File: src/rtl/pipe_register.sv
// pipe_register: DEPTH-stage valid/ready register chain with bubble collapse, flush and occupancy count
module pipe_register #(
   parameter  int WIDTH = 8,
   parameter  int DEPTH = 2,
   localparam int CNT_W = $clog2(DEPTH + 1)
) (
   input  logic             clk,
   input  logic             rst_n,
   input  logic             flush,
   input  logic [WIDTH-1:0] in_data,
   input  logic             in_valid,
   output logic             in_ready,
   output logic [WIDTH-1:0] out_data,
   output logic             out_valid,
   input  logic             out_ready,
   output logic [CNT_W-1:0] count
);
   logic [DEPTH-1:0] v;
   logic [DEPTH-1:0] v_nxt;
   logic [DEPTH:0]   rdy;
   logic [DEPTH:0]   vc;
   logic [WIDTH-1:0] d  [DEPTH];
   logic [WIDTH-1:0] dc [DEPTH+1];
   logic [CNT_W-1:0] cnt_nxt;
   assign vc = {v, in_valid};
   assign rdy[DEPTH] = out_ready;
   for (genvar i = 0; i < DEPTH; i++) begin : g_rdy
      assign rdy[i] = out_ready | ~&v[DEPTH-1:i];
   end
   assign in_ready  = rdy[0] & ~flush;
   assign out_valid = v[DEPTH-1];
   assign out_data  = d[DEPTH-1];
   // next valid bits, predecessor data view and resulting occupancy
   always_comb begin
      v_nxt   = v;
      cnt_nxt = '0;
      dc[0]   = in_data;
      for (int k = 0; k < DEPTH; k++) begin
         dc[k+1]  = d[k];
         v_nxt[k] = rdy[k] ? vc[k] : v[k];
         cnt_nxt  = cnt_nxt + CNT_W'(v_nxt[k]);
      end
   end
   // advance stages; data loads only from a valid predecessor, flush drops valids only
   always_ff @(posedge clk or negedge rst_n) begin
      if (!rst_n) begin
         v     <= '0;
         count <= '0;
         for (int k = 0; k < DEPTH; k++) d[k] <= '0;
      end else begin
         v     <= flush ? '0 : v_nxt;
         count <= flush ? '0 : cnt_nxt;
         for (int k = 0; k < DEPTH; k++)
            if (!flush && rdy[k] && vc[k]) d[k] <= dc[k];
      end
   end
endmodule

File: config.mk
export PLATFORM = sky130hd
export DESIGN_NAME = pipe_register
export DESIGN_NICKNAME = d
export VERILOG_FILES = /design/src/rtl/pipe_register.sv
export SDC_FILE = /design/constraint.sdc
export NUM_CORES = 1
export LEC_CHECK = 0
export BUFFER_PORTS_ARGS = -buffer_cell sky130_fd_sc_hd__buf_2
export CAP_MARGIN = 20
export CORE_UTILIZATION = 44
export DETAILED_ROUTE_END_ITERATION = 12
export GPL_TIMING_DRIVEN = 0
export MAX_ROUTING_LAYER = met4
export PLACE_DENSITY = 0.72
export SETUP_SLACK_MARGIN = 0.15
export SLEW_MARGIN = 30
export SYNTH_ARGS = -nofsm -noshare
export SYNTH_HDL_FRONTEND = slang
export SYNTH_SLANG_ARGS = --single-unit
File: constraint.sdc
create_clock -name clk -period 1.3 [get_ports clk]
set_input_delay 0.13 -clock clk [delete_from_list [all_inputs] [get_ports clk]]
set_output_delay 0.13 -clock clk [all_outputs]
set_load 0.02 [all_outputs]
==> reports/metrics.csv <==
stage,metric,value,unit
clock_tree,clk_path_buf_depth,2,
run,drv_cap,0,
timing,slew_viol_final,0,
timing,setup_violations,9,
clock_tree,insertion_delay,290,ps
power_and_ir_drop,ir_worst_vdd,0.767,mV
clock_tree,path_clk_slew,110,ps
timing,slew_headroom,71.4,%
global_route,grt_pass1_vias,496,
global_route,grt_pass1_wl,2080,um
synth,yosysUniqueCellTypes,12,
timing,worst_slew_pin_slew,430,ps
worst_setup_path,cp-end-kind,register,
route,via_per_inst,4.56,
clock_tree,numCtsBuffers,3,
timing,finalClockSkew,9.74,ps
placed_design,dp_cells,105,
synth,ys_ff_latch,20,
worst_setup_path,timing_worst_setup_path_type,reg2reg,
clock_tree,cts_tree,done,
run_status,status,"finished, violations left",
power_and_ir_drop,seqPwrFrac,49.1,%
hold_path,hold_path_class,in2reg,
global_route,antenna_found_initial,0,
synth,netlist_area,847,um^2
route,ant_nets,0,
power_and_ir_drop,fin_total_pwr,0.00163,W
placed_design,hpwl,865,um
power_and_ir_drop,p_int,0.00118,W
run_status,violations,negative setup slack,
timing,worst_slack,-53.8,ps
route,routed_wl,1290,um
synth,synth_top_area_share,59.1,%
power_and_ir_drop,p_switching,0.000454,W
global_route,grt.overflow.total,0,
final_layout,n_antenna_cell,0,
power_and_ir_drop,comb_power_share,33.1,%
placed_design,port-buffer-count,24,
global_route,track_usage,15.0,%
timing,whs,61.9,ps
route,drc,0,
die,coreArea,1760,um^2
clock_tree,clock-root-buffer,clkbuf_4,
worst_setup_path,cp.arrival,1530,ps
worst_setup_path,crit_path_start_kind,register,
final_layout,final_common_cell,buf_2,
die,io_pins,25,
synth,postSynthAreaPerCell,15.1,um^2
synth,yosysTopAreaCell,dfrtp_1,
final_layout,fin_cells,112,
clock_tree,htreeDepth,1,
die,die_h,45.9,um
synth,yosysSeqAreaShare,59.1,%
global_route,grt_max_degree,21,
synth,syn_nets,70,
clock_tree,cts_sinks,20,
die,dieArea,2100,um^2
power_and_ir_drop,p_clk_share,17.7,%
final_layout,drive_gt1_share,67.8,%
route,dr.pass1.iters,4,
die,die_w,45.9,um
worst_setup_path,crit_required,1470,ps
route,vias,511,
power_and_ir_drop,powerDensity,1450,nW/um^2
power_and_ir_drop,switching_share,27.9,%
timing,min_period,1350,ps
route,wl_per_cell,11.5,um
route,dr.first_iter.drc_count,1,
placed_design,place_congestion,0.650,
synth,ys_warn_count,0,
final_layout,final_cell_mix,"buf_2, dfrtp_1, buf_4",
timing,max_freq,739,MHz
timing,hold_violations,0,
die,floorplan.initialDensity,48.0,%
synth,synthCells,56,
die,rows,15,
final_layout,fin_nets,102,
synth,yosys-top-cells-area,"dfrtp_1, mux2_2, buf_4",
timing,timing.final.crit_share,104,%
timing,rsz0062_at_grt,true,
worst_setup_path,critPathMaxFanout,8,
final_layout,syn_to_final_growth,32.3,%
power_and_ir_drop,p_leak,0.553,nW
-- worst paths after layout --
kind / from / depth (start not counted) / to / slack, ps
max: v[1] / 4 / out_data[3] / -50
max in group asynchronous: rst_n / 2 / v[1] / 670
min reg2reg: d[8] / 1 / out_data[0] / 500
min: in_data[4] / 2 / d[12] / 60
min in group asynchronous: rst_n / 2 / d[10] / 310
max reg2reg: v[1] / 4 / out_data[3] / -50
-- cell usage after synthesis --
cell and number:
dfrtp_1 20, mux2_2 16, buf_4 8, nor2b_1 4, a21oi_1 1, ha_1 1, nand2b_1 1, nand3b_1 1
nand3b_2 1, nor2b_4 1, nor3b_4 1, or2_2 1
-- logic make-up after synthesis --
logic type,synth area share (%)
compound gates,0.590
fa+ha+maj,1.48
buf+inv,7.09
flops,59.1
mux,21.3
simple gates,10.5
-- flip-flops by register name, summed over array words and instances, names as in the netlist --
signal / flops
count: 2
v: 2
d: 8
out_data: 8
-- power by group through the flow --
stage	registers [W]	logic (W)	clock network (W)
after CTS	0.000801	0.000541	0.000302
after floorplan	0.000803	0.000347	0
after global placement	0.000803	0.000469	0
after global routing	0.000816	0.000586	0.000324
after detailed placement	0.000809	0.000479	0
final	0.000801	0.000540	0.000289
-- worst max-delay path: stages, from the launching register on --
cell and delay (ps):
dfrtp_2 420, nor2b_4 140, nor3b_4 220, buf_12 170
mux2_4 300
-- layout make-up --
type	instances	area [um^2]
multi-input combinational	28	342
sequential	20	502
clock buffer	4	26.3
timing repair buffer	27	160
buffer	8	60.1
tap	25	31.3
fill	159	643
-- layer usage --
| layer | routed length [um] | vias to the layer above | global-route usage (%) |
|---|---|---|---|
| met4 | 12 | 0 | 8.82 |
| li1 | - | 250 | - |
| met5 | 0 | - | - |
| met3 | 57 | 2 | 2.38 |
| met2 | 628 | 15 | 23.1 |
| met1 | 596 | 244 | 18.5 |
-- repair_timing --
item,4_1_cts,5_1_grt
endpoints found under the hold margin,20,0
setup buffers,2,0
pin swaps,1,2
hold buffers,1,0
gates resized for setup,9,2
endpoints found under the setup margin,19,19
-- per-stage QoR --
stage               worst slack [ps]  utilization, %  cell area [um^2]  setup TNS (ps)
global placement                -175            57.2              1010           -1390
finish                         -53.8            63.5              1120            -403
CTS                            -35.0            62.7              1110            -258
global route                   -90.1            63.5              1120            -970
floorplan                       -116               -               857            -983
detailed placement              -215            57.2              1010           -1650
Note: power is estimated with default switching activity, not from simulation.
